==> src/rtl/fetch_queue_if.sv <==
`default_nettype none
// ============================================================================
//  Module   : fetch_queue_if
//  Purpose  : Handshake/bus bundle between the fetch stage, the fetch queue
//             and the decode stage.
//  Modports : slave  - the fetch queue (captures fetches, presents head entry)
//             master - the surrounding pipeline (drives fetch/pop/flush)
//  Signals  : flush_i, push_i, pc_i[31:0], instr_i[31:0], pop_i   (to queue)
//             valid_o, pc_o[31:0], pc4_o[31:0], instr_o[31:0],
//             full_o, count_o[CW-1:0], overflow_o                 (from queue)
//  Revision : 1.0 - initial release
// ============================================================================
interface fetch_queue_if #(
  parameter int CW = 3
);
  logic          flush_i;
  logic          push_i;
  logic [31:0]   pc_i;
  logic [31:0]   instr_i;
  logic          pop_i;
  logic          valid_o;
  logic [31:0]   pc_o;
  logic [31:0]   pc4_o;
  logic [31:0]   instr_o;
  logic          full_o;
  logic [CW-1:0] count_o;
  logic          overflow_o;

  modport slave (
    input  flush_i, push_i, pc_i, instr_i, pop_i,
    output valid_o, pc_o, pc4_o, instr_o, full_o, count_o, overflow_o
  );

  modport master (
    output flush_i, push_i, pc_i, instr_i, pop_i,
    input  valid_o, pc_o, pc4_o, instr_o, full_o, count_o, overflow_o
  );
endinterface
`default_nettype wire

==> src/rtl/fetch_queue.sv <==
`default_nettype none
// ============================================================================
//  Module   : fetch_queue
//  Purpose  : First-word-fall-through instruction fetch buffer sitting between
//             the PC/instruction-memory stage and the IF/ID decode input.
//             Holds {pc, instruction} pairs, absorbs decode stalls and drops
//             everything on a taken branch/jump (flush).
//  Ports    : clk_i  - clock, rising edge
//             rst_i  - asynchronous reset, active low
//             fq     - fetch_queue_if.slave bundle
//                        flush_i/push_i/pc_i/instr_i/pop_i in,
//                        valid_o/pc_o/pc4_o/instr_o/full_o/count_o/overflow_o out
//  Revision : 1.0 - initial release
// ============================================================================
module fetch_queue #(
  parameter int          DEPTH = 4,
  parameter int          CW    = 3,
  parameter logic [31:0] NOP   = 32'h0000_0000
) (
  input  wire logic        clk_i,
  input  wire logic        rst_i,
  fetch_queue_if.slave     fq
);

  localparam int PW = $clog2(DEPTH);

  // Storage: {pc, instr} per entry; contents need no reset.
  logic [63:0]   mem [DEPTH];

  logic [PW-1:0] wr_ptr;
  logic [PW-1:0] rd_ptr;
  logic [CW-1:0] count;
  logic          overflow;

  logic          empty;
  logic          full;
  logic          do_pop;
  logic          do_push;
  logic [63:0]   head;

  assign empty   = (count == '0);
  assign full    = (count == CW'(DEPTH));

  // A pop on an empty queue is ignored; a full queue accepts a push only
  // when the head leaves in the same cycle. Pushing into an empty queue with
  // a concurrent pop is not bypassed: the pop is simply ignored.
  assign do_pop  = fq.pop_i & ~empty;
  assign do_push = fq.push_i & (~full | do_pop);

  assign head    = mem[rd_ptr];

  // Zero-latency head presentation; idle values when nothing is held.
  assign fq.valid_o    = ~empty;
  assign fq.pc_o       = empty ? 32'h0 : head[63:32];
  assign fq.instr_o    = empty ? NOP   : head[31:0];
  assign fq.pc4_o      = fq.pc_o + 32'd4;
  assign fq.full_o     = full;
  assign fq.count_o    = count;
  assign fq.overflow_o = overflow;

  // Data path: a flush discards the same-cycle push, so the write is gated.
  always_ff @(posedge clk_i) begin
    if (do_push && !fq.flush_i) begin
      mem[wr_ptr] <= {fq.pc_i, fq.instr_i};
    end
  end

  // Control path. DEPTH is a power of two, so pointers wrap by overflow.
  always_ff @(posedge clk_i or negedge rst_i) begin
    if (!rst_i) begin
      wr_ptr   <= '0;
      rd_ptr   <= '0;
      count    <= '0;
      overflow <= 1'b0;
    end else if (fq.flush_i) begin
      wr_ptr   <= '0;
      rd_ptr   <= '0;
      count    <= '0;
      overflow <= 1'b0;
    end else begin
      if (do_push) begin
        wr_ptr <= wr_ptr + 1'b1;
      end
      if (do_pop) begin
        rd_ptr <= rd_ptr + 1'b1;
      end
      count <= count + CW'(do_push) - CW'(do_pop);
      // Debug flag only: the PC write-enable should already be held off by
      // full_o, so a dropped push indicates an integration error.
      if (fq.push_i && !do_push) begin
        overflow <= 1'b1;
      end
    end
  end

endmodule
`default_nettype wire

==> src/flat_wrapper.sv <==
// flat-port wrapper written by rule: the top's interface ports become plain ports
module fetch_queue_flat 
#(
  parameter int          DEPTH = 4,
  parameter int          CW    = 3,
  parameter logic [31:0] NOP   = 32'h0000_0000
)
  (clk_i, rst_i, fq_flush_i, fq_push_i, fq_pc_i, fq_instr_i, fq_pop_i, fq_valid_o, fq_pc_o, fq_pc4_o, fq_instr_o, fq_full_o, fq_count_o, fq_overflow_o);
  fetch_queue_if #(.CW(CW)) fq_i ();
  input  wire logic clk_i;
  input  wire logic rst_i;
  input wire logic [$bits(fq_i.flush_i)-1:0] fq_flush_i;
  input wire logic [$bits(fq_i.push_i)-1:0] fq_push_i;
  input wire logic [$bits(fq_i.pc_i)-1:0] fq_pc_i;
  input wire logic [$bits(fq_i.instr_i)-1:0] fq_instr_i;
  input wire logic [$bits(fq_i.pop_i)-1:0] fq_pop_i;
  output wire logic [$bits(fq_i.valid_o)-1:0] fq_valid_o;
  output wire logic [$bits(fq_i.pc_o)-1:0] fq_pc_o;
  output wire logic [$bits(fq_i.pc4_o)-1:0] fq_pc4_o;
  output wire logic [$bits(fq_i.instr_o)-1:0] fq_instr_o;
  output wire logic [$bits(fq_i.full_o)-1:0] fq_full_o;
  output wire logic [$bits(fq_i.count_o)-1:0] fq_count_o;
  output wire logic [$bits(fq_i.overflow_o)-1:0] fq_overflow_o;
  assign fq_i.flush_i = fq_flush_i;
  assign fq_i.push_i = fq_push_i;
  assign fq_i.pc_i = fq_pc_i;
  assign fq_i.instr_i = fq_instr_i;
  assign fq_i.pop_i = fq_pop_i;
  assign fq_valid_o = fq_i.valid_o;
  assign fq_pc_o = fq_i.pc_o;
  assign fq_pc4_o = fq_i.pc4_o;
  assign fq_instr_o = fq_i.instr_o;
  assign fq_full_o = fq_i.full_o;
  assign fq_count_o = fq_i.count_o;
  assign fq_overflow_o = fq_i.overflow_o;
  fetch_queue #(.DEPTH(DEPTH), .CW(CW), .NOP(NOP)) u_core (.clk_i(clk_i), .rst_i(rst_i), .fq(fq_i));
endmodule
==> config.mk <==
export PLATFORM = sky130hd
export DESIGN_NAME = fetch_queue_flat
export DESIGN_NICKNAME = d
export VERILOG_FILES = /design/src/rtl/fetch_queue_if.sv /design/src/rtl/fetch_queue.sv /design/src/flat_wrapper.sv
export SDC_FILE = /design/constraint.sdc
export NUM_CORES = 1
export LEC_CHECK = 0
export CAP_MARGIN = 40
export CORE_UTILIZATION = 45
export DETAILED_ROUTE_END_ITERATION = 8
export GPL_TIMING_DRIVEN = 1
export PLACE_DENSITY = 0.77
export SLEW_MARGIN = 20
export SYNTH_ARGS = -nofsm -noshare
export SYNTH_HDL_FRONTEND = slang
export SYNTH_SLANG_ARGS = --single-unit
==> constraint.sdc <==
create_clock -name clk_i -period 2.9 [get_ports clk_i]
set_input_delay 0.58 -clock clk_i [delete_from_list [all_inputs] [get_ports clk_i]]
set_output_delay 0.58 -clock clk_i [all_outputs]
set_load 0.005 [all_outputs]
# Yosys cells after proc, flatten, opt, wreduce, memory -nomap -nowiden
# Memory sizes are Yosys's and may differ from the RTL's.
# Index checks and enable logic that the tools add are counted.
totals:
  out_inout_bits: 102
  word_cells: 35
  inputBits: 69
  mem_count: 1
  ramBits: 256
  reg_bits: 8
memory_table:
  columns: ["name", "words", "width", "rd", "rd_ports_with_merged_regs", "write_ports", "line_no", "text"]
  rows:
  - ["u_core.mem", 4, 64, 1, 0, 1, "fetch_queue.sv:28", "logic [63:0] mem [DEPTH];"]
op_classes:
  mux: 11
  eq_ne: 1
  n_bitwise: 5
  add_sub_neg: 5
  n_reduce_logical: 8
ops:
  columns: ["operator", "count"]
  rows:
  - ["$mux 32", 2]
  - ["$add 32x3->32 const B", 1]
  - ["$mux 2", 4]
  - ["$reduce_bool 2->1", 3]
  - ["$add 2x1->2 const B", 2]
  - ["$mux 1", 4]
  - ["$add 3x1->3", 1]
  - ["$eq 3x3->1 const B", 1]
  - ["$logic_not 3->1", 1]
  - ["$mux 3", 1]
  - ["$sub 3x1->3", 1]
  - ["$and 1x1->1", 2]
  - ["$logic_and 1x1->1", 2]
  - ["$logic_not 1->1", 2]
  - ["$not 1->1", 2]
  - ["$or 1x1->1", 1]

# Depth between registers and ports, before layout
# Gate-level depths: netlist of run 1.
depth:
  word_depth: 9
  mapped_depth: 12
  ltp_nobuf: 11

# Worst setup path before layout of run 1
# No wires, ideal clock.
synth_timing:
  path_type: "register to output"
  from: "register u_core.count[1] (netlist: u_core.fq.count_o[1])"
  to: "output port fq_pc4_o[30]"
  required_time_ps: 2320
  path_slack_ps: -436
  arrival_ps: 2756
  stages_incl_launch_ff: 13
  n_path_buf: 2
  path_cell_list: "dfrtp_1 > nor3_2 > inv_1 > clkbuf_1 > clkbuf_1 > nand2_1 > inv_1 > ha_1 > nand3_1 > a21oi_1 > nand4b_2 > nor4_2 > xor2_1"
synth_via:
  elab_chain_cells: 3
synth_lines:
  columns: ["item", "line_no", "text"]
  rows:
  - ["from (decl)", "fetch_queue.sv:32", "logic [CW-1:0] count;"]
  - ["from (signal assigned)", "fetch_queue.sv:87", "count <= count + CW'(do_push) - CW'(do_pop);"]
  - ["$logic_not 3->1", "fetch_queue.sv:41", "assign empty = (count == '0);"]
  - ["$mux 32", "fetch_queue.sv:54", "assign fq.pc_o = empty ? 32'h0 : head[63:32];"]
  - ["via fq_pc_o[2]", "flat_wrapper.sv:18", "output wire logic [$bits(fq_i.pc_o)-1:0] fq_pc_o;"]
  - ["$add 32x3->32", "fetch_queue.sv:56", "assign fq.pc4_o = fq.pc_o + 32'd4;"]
  - ["to (decl)", "flat_wrapper.sv:19", "output wire logic [$bits(fq_i.pc4_o)-1:0] fq_pc4_o;"]
# The timed path passes the listed nets, and every way through them passes these cells.

# Worst setup path in the final report of run 1
layout_timing:
  from: "register u_core.rd_ptr[1]"
  to: "output port fq_pc4_o[23]"
layout_via:
  elab_chain_cells: 3
layout_lines:
  columns: ["item", "line_no", "text"]
  rows:
  - ["from (decl)", "fetch_queue.sv:31", "logic [PW-1:0] rd_ptr;"]
  - ["from (signal assigned)", "fetch_queue.sv:85", "rd_ptr <= rd_ptr + 1'b1;"]
  - ["$mem_v2 4x64", null, null]
  - ["$mux 32", "fetch_queue.sv:54", null]
  - ["$add 32x3->32", "fetch_queue.sv:56", null]
# Every way passes these cells.

==> impl_metrics.py, run 1 <==
metrics = {
    "power_and_ir_drop": {
        "irDropWorstVdd_mv": 0.619,
        "power_mw": 15.0,
        "powerDensity_nw_per_um2": 887,
        "leakage_nw": 6.27,
    },
    "setup_path": {
        "arrival_ns": 3.17,
        "reg2reg_slack_ns": 0.38,
        "critPathMaxFanout": 6,
        "reg2regPathDepth": 12,
        "path_class": "register to output pin",
        "crit_required_ns": 2.32,
        "critPathLaunchType": "register",
        "cp-end-kind": "output pin",
    },
    "cells_and_area": {
        "fin_nets": 1104,
        "area_growth_pct": 46.8,
        "layout_commonest_cell": "edfxtp_1",
        "drive_gt1_frac": 0.486,
        "layout_common_cells": "edfxtp_1 (256), buf_6 (105), buf_4 (101)",
    },
    "synthesis": {
        "ys_seq_area_frac": 0.687,
        "synth.yosys.warnings": 0,
        "synth_nets": 736,
        "synth_simple_gate_area_share": 0.0936,
        "synth_area_um2": 11500,
        "ys_types": 55,
        "synth_compound_area_frac": 0.0303,
        "synthCells": 659,
        "synth_edf_count": 256,
        "ys.flop_type": "edfxtp_1",
        "synth_top_family_by_area": "multiplexers",
        "yosys_register_bits": 264,
        "synthAdderAreaFrac": 0.00938,
        "postSynth.asyncResetShare": 0.0303,
        "postSynthAreaPerCell_um2": 17.4,
        "synth_xor_area_frac": 0.0237,
        "synthMuxAreaShare": 0.133,
    },
    "placement": {
        "gp_congestion": 0.849,
        "dp_slack_ns": -0.632,
        "hpwl_um": 18200,
        "place.port_buffers": 170,
    },
    "timing": {
        "min_period_over_period": 1.29,
        "drv_slew": 0,
        "rsz0062_at_grt": "true",
        "setup_slack_ns": -0.853,
        "clock_skew_ns": 0.0207,
        "max_slew_margin": 0.630,
        "period_needed_ns": 3.75,
        "finalHoldViolCount": 0,
        "worstMarginPinSlew_ns": 0.550,
        "setup_viol": 84,
        "fmax_mhz": 266,
    },
    "clock_network": {
        "clock_path_buffers": 3,
        "clk_latency_ns": 0.54,
        "cts_made_buffers": 29,
        "cts_root_buf": "clkbuf_16",
        "ctsHtreeMaxLevel": 1,
        "cts_tree": "built",
        "cts_sinks": 264,
        "clk_pin_slew_ns": 0.06,
    },
    "global_routing": {
        "antenna_found_initial": 4,
        "grt_max_degree": 51,
        "grtUsageMet1": 0.296,
        "overflow": 0,
        "grtUsageMet2": 0.409,
        "gr-max-usage-layer": "met2",
        "grt_pass1_vias": 8023,
        "grt.met3_usage": 0.0600,
        "grt_pass1_wl_um": 46900,
        "grt_use_total": 0.239,
    },
    "floorplan": {
        "boundaryPins": 171,
        "initial_utilization": 0.457,
        "die_height_um": 162,
        "die-width_um": 162,
        "coreArea_um2": 25100,
        "fp-row-count": 58,
        "dieArea_um2": 26100,
    },
    "run": {
        "cap_violations": 0,
    },
    "route": {
        "avgRoutedWirePerCell_um": 23.8,
        "postRouteWirelength_um": 32800,
        "vias": 7863,
        "drt_iter0_drc": 652,
        "dr.pass1.iters": 5,
        "drc_errors": 0,
        "vias_per_cell": 5.71,
        "ant_nets": 0,
    },
    "hold_path": {
        "hold_path.class": "input pin to async pin",
    },
    "outcome": {
        "violations": "setup timing",
        "status": "complete, but fails checks",
    },
}
==> worst max-delay path, stage by stage, from the launching register on <==
cell,delay (ns)
dfrtp_4,0.55
inv_6,0.11
mux4_2,0.57
buf_6,0.15
nor4_4,0.20
buf_4,0.18
nand2_4,0.05
or4_4,0.50
a21oi_2,0.17
buf_2,0.13
==> logic make-up (layout without fill, tap and decap cells) <==
kind of cell	count (synthesis)	count (layout)
DFF	264	264
and+or+nand+nor	192	192
muxes	70	70
buffers and inverters	49	436
AOI/OAI and AO/OA	45	45
xor gates and xnor gates	31	31
adders and majority gates	8	8
other	0	1
==> through the flow <==
stage	hold slack, ns	instances	utilization	setup TNS, ns	cell area, um2
6_report	0.325	1377	0.671	-28.82	16900
4_1_cts	0.321	1360	0.656	-24.27	16500
3_3_place_gp	0.483	1235	0.570	-9.10	14300
3_5_place_dp	0.495	1235	0.570	-10.33	14300
2_1_floorplan	0.284	659	-	0	11500
5_1_grt	0.353	1376	0.671	-33.74	16800
==> what timing repair did <==
item                                    4_1_cts  5_1_grt
endpoints found under the setup margin       95       90
gates resized for setup                     528       97
setup buffers                                74       40
gates cloned                                  7        0
pin swaps                                    63       47
hold endpoints to repair                      0        0
hold buffers                                  0        0
==> area by class of cell <==
| cell class | count | area [um2] |
|---|---|---|
| fillers | 1593 | 8260 |
| flip-flops and latches | 264 | 7900 |
| multi-input cells | 346 | 3870 |
| repair buffers | 370 | 3660 |
| clock buffers | 33 | 741 |
| well taps | 330 | 413 |
| clock inverters | 17 | 203 |
| inverters | 16 | 67.6 |
| diodes | 1 | 2.50 |
==> sequential cells by signal, summed over array words and instances, names as in the netlist <==
signal                flops
u_core.mem              256
u_core.fq.count_o         3
u_core.rd_ptr             2
u_core.wr_ptr             2
u_core.fq.overflow_o      1
==> power breakdown <==
part / switching, mW / internal [mW] / leakage, nW
registers: 0.109 / 4.40 / 2.43
clock network: 1.44 / 2.18 / 0.454
logic: 2.88 / 3.94 / 3.39
==> synth_stat cells, types with 4 or more instances <==
cell type	n	area, um2
a211oi_1	10	75.1
a21oi_1	5	25.0
and2_1	61	382
and3_1	4	25.0
buf_2	10	50.1
buf_4	6	45.0
buf_6	4	45.0
clkbuf_1	10	37.5
dfrtp_1	8	200
edfxtp_1	256	7690
ha_1	7	87.6
inv_1	15	56.3
mux2i_1	6	60.1
mux4_1	7	184
mux4_2	57	1280
nand2_1	44	165
nand3_1	19	95.1
nand4_1	9	56.3
nor2_1	24	90.1
nor2b_1	6	37.5
nor3_1	4	20.0
o211ai_1	5	37.5
o21ai_0	10	50.1
xnor2_1	16	140
xor2_1	15	131
==> layer usage <==
metal	vias to the layer above	share of wire
met5	-	0.00082
met4	4	0.044
met3	117	0.090
met2	493	0.50
met1	3927	0.37
li1	3322	-
==> final timing paths <==
| check | start | end |
|---|---|---|
| min in group clk_i | u_core.fq.overflow_o$_DFFE_PN0P_ | u_core.fq.overflow_o$_DFFE_PN0P_ |
| hold reg to reg | u_core.fq.overflow_o$_DFFE_PN0P_ | u_core.fq.overflow_o$_DFFE_PN0P_ |
| setup / recovery | u_core.rd_ptr[1]$_DFFE_PN0P_ | fq_pc4_o[23] |
| hold / removal | rst_i | u_core.wr_ptr[0]$_DFFE_PN0P_ |
| setup reg to reg | u_core.fq.count_o[2]$_DFF_PN0_ | u_core.fq.count_o[2]$_DFF_PN0_ |
| max in group asynchronous | rst_i | u_core.rd_ptr[0]$_DFFE_PN0P_ |
Note: power is estimated with default switching activity, not from simulation.
==> run 2, diff against run 1 <==
--- a/config.mk
+++ b/config.mk
@@ -9,7 +9,7 @@
 export CORE_UTILIZATION = 45
 export DETAILED_ROUTE_END_ITERATION = 8
 export GPL_TIMING_DRIVEN = 1
-export PLACE_DENSITY = 0.77
+export PLACE_DENSITY = 0.74
 export SLEW_MARGIN = 20
 export SYNTH_ARGS = -nofsm -noshare
 export SYNTH_HDL_FRONTEND = slang
==> constraint.sdc (replaced) <==
create_clock -name clk_i -period 4.2 [get_ports clk_i]
set_input_delay 0.84 -clock clk_i [delete_from_list [all_inputs] [get_ports clk_i]]
set_output_delay 0.84 -clock clk_i [all_outputs]
set_load 0.005 [all_outputs]
==> run 2 against run 1 <==
Against the previous run:
- the flow still finishes with violations (setup timing)
- clock-buffer cell count decreased by 1
- global-route usage decreased by 3.0 points
- non-clock buffer count decreased by 148
- critical path type unchanged
==> impl_metrics.py, run 2 (synthesized netlist as in run 1, its figures left out) <==
metrics = {
    "cells_and_area": {
        "drive_gt1_frac": 0.208,
        "layout_commonest_cell": "edfxtp_1",
        "layout_common_cells": "edfxtp_1 (256), clkdlybuf4s50_1 (161), mux4_2 (60)",
        "n_fill_cell": 1942,
        "fin_nets": 955,
        "finish.utilization": 0.594,
        "largest_reg_flops": 256,
        "area_growth_pct": 29.9,
        "multiInputGateArea_um2": 3440,
        "regArea_um2": 7900,
        "layoutNonFillerInstCount": 1229,
        "largest-register": "u_core.mem",
    },
    "setup_path": {
        "arrival_ns": 3.37,
        "crit_required_ns": 3.36,
        "critPathLaunchType": "register",
        "path_class": "register to output pin",
        "critPathMaxFanout": 12,
        "setup.worst_path.start": "u_core.rd_ptr[0]$_DFFE_PN0P_",
        "cp-end-kind": "output pin",
        "r2r_start": "u_core.fq.count_o[2]$_DFF_PN0_",
    },
    "timing": {
        "min_period_over_period": 1.00,
        "setup_viol": 2,
        "drv_slew": 0,
        "max_slew_margin": 0.615,
        "worstMarginPinSlew_ns": 0.574,
        "period_needed_ns": 4.21,
        "rsz0062_at_grt": "true",
        "setup_slack_ns": -0.0134,
        "fmax_mhz": 237,
        "finalSetupTns_ns": -0.0178,
        "finalHoldViolCount": 0,
        "clock_skew_ns": 0.0160,
    },
    "floorplan": {
        "coreArea_um2": 25100,
        "die-width_um": 162,
        "dieArea_um2": 26100,
        "die_height_um": 162,
        "boundaryPins": 171,
        "initial_utilization": 0.457,
        "fp-row-count": 58,
    },
    "global_routing": {
        "grt_use_total": 0.209,
        "antenna_found_initial": 4,
        "grt_pass1_wl_um": 41100,
        "grt_pass1_vias": 7089,
        "overflow": 0,
        "grt_max_degree": 49,
    },
    "placement": {
        "dp_cells": 1158,
        "dp_slack_ns": 0.194,
        "hpwl_um": 17200,
        "gp_congestion": 0.832,
        "place.port_buffers": 170,
    },
    "power_and_ir_drop": {
        "irDropWorstVdd_mv": 0.449,
        "power_mw": 8.66,
        "leakage_nw": 5.07,
        "powerDensity_nw_per_um2": 581,
    },
    "clock_network": {
        "ctsHtreeMaxLevel": 1,
        "clk_pin_slew_ns": 0.06,
        "clk_latency_ns": 0.55,
        "cts_tree": "built",
        "cts_sinks": 264,
        "cts_made_buffers": 28,
        "cts_root_buf": "clkbuf_16",
        "clock_path_buffers": 3,
    },
    "hold_path": {
        "hold_path.class": "register to register",
        "min-delay-start": "u_core.fq.overflow_o$_DFFE_PN0P_",
    },
    "outcome": {
        "status": "complete, but fails checks",
        "violations": "setup timing",
    },
    "route": {
        "ant_nets": 0,
        "drc_errors": 0,
        "vias_per_cell": 5.51,
        "avgRoutedWirePerCell_um": 21.7,
        "drt_iter0_drc": 564,
        "postRouteWirelength_um": 26600,
        "dr.pass1.iters": 5,
        "vias": 6766,
    },
    "run": {
        "cap_violations": 0,
    },
}
==> run 2: what timing repair did <==
action / in CTS / in global routing
buffers inserted: 12 / 7
resized for setup: 27 / 24
pin swaps: 7 / 7
hold buffers: 0 / 0
cloned: 2 / 0
endpoints found under the setup margin: 11 / 12
==> run 2: final cells by class <==
| class | instances | area share |
|---|---|---|
| Sequential cell | 264 | 0.530 |
| Multi-Input combinational cell | 346 | 0.231 |
| Timing Repair Buffer | 222 | 0.149 |
| Clock buffer | 32 | 0.0480 |
| Tap cell | 330 | 0.0277 |
| Clock inverter | 18 | 0.00982 |
| Inverter | 16 | 0.00453 |
| Antenna cell | 1 | 0.000168 |
==> run 2: power by group <==
group	internal (mW)	total, mW	switching (mW)
sequential	3.03	3.10	0.0637
combinational	1.83	3.28	1.44
clock	1.29	2.29	0.997
total	6.16	8.66	2.50
==> run 2: worst paths after layout <==
path | to | slack, ns | cells after the start
max reg2reg | u_core.fq.count_o[2]$_DFF_PN0_ | 1.35 | 13
min in group asynchronous | u_core.rd_ptr[1]$_DFFE_PN0P_ | 0.58 | 1
max | fq_pc4_o[31] | -0.01 | 11
max in group asynchronous | u_core.rd_ptr[0]$_DFFE_PN0P_ | 3.31 | 1
min reg2reg | u_core.fq.overflow_o$_DFFE_PN0P_ | 0.49 | 2
min | u_core.fq.overflow_o$_DFFE_PN0P_ | 0.49 | 2
==> run 2: layer usage <==
layer	track usage	routed length (um)
met1	0.288	11100
met2	0.331	12600
met3	0.0490	2130
met4	0.0648	761
met5	0	25
==> run 2: through the flow <==
stage,instance area [um2],hold slack (ns)
CTS,14800,0.499
floorplan,11500,0.486
global placement,13700,0.481
global route,14900,0.558
finish,14900,0.492
detailed placement,13700,0.486
==> run 2: worst max-delay path, cell delays in order (launching register included) <==
cell and delay (ns):
dfrtp_4 0.52, buf_16 0.18, buf_6 0.12, mux4_2 0.38, inv_4 0.07, a2111oi_4 0.37
buf_4 0.18, nand4_1 0.16, buf_4 0.19, nor3_4 0.23, mux2i_1 0.27, buf_2 0.15
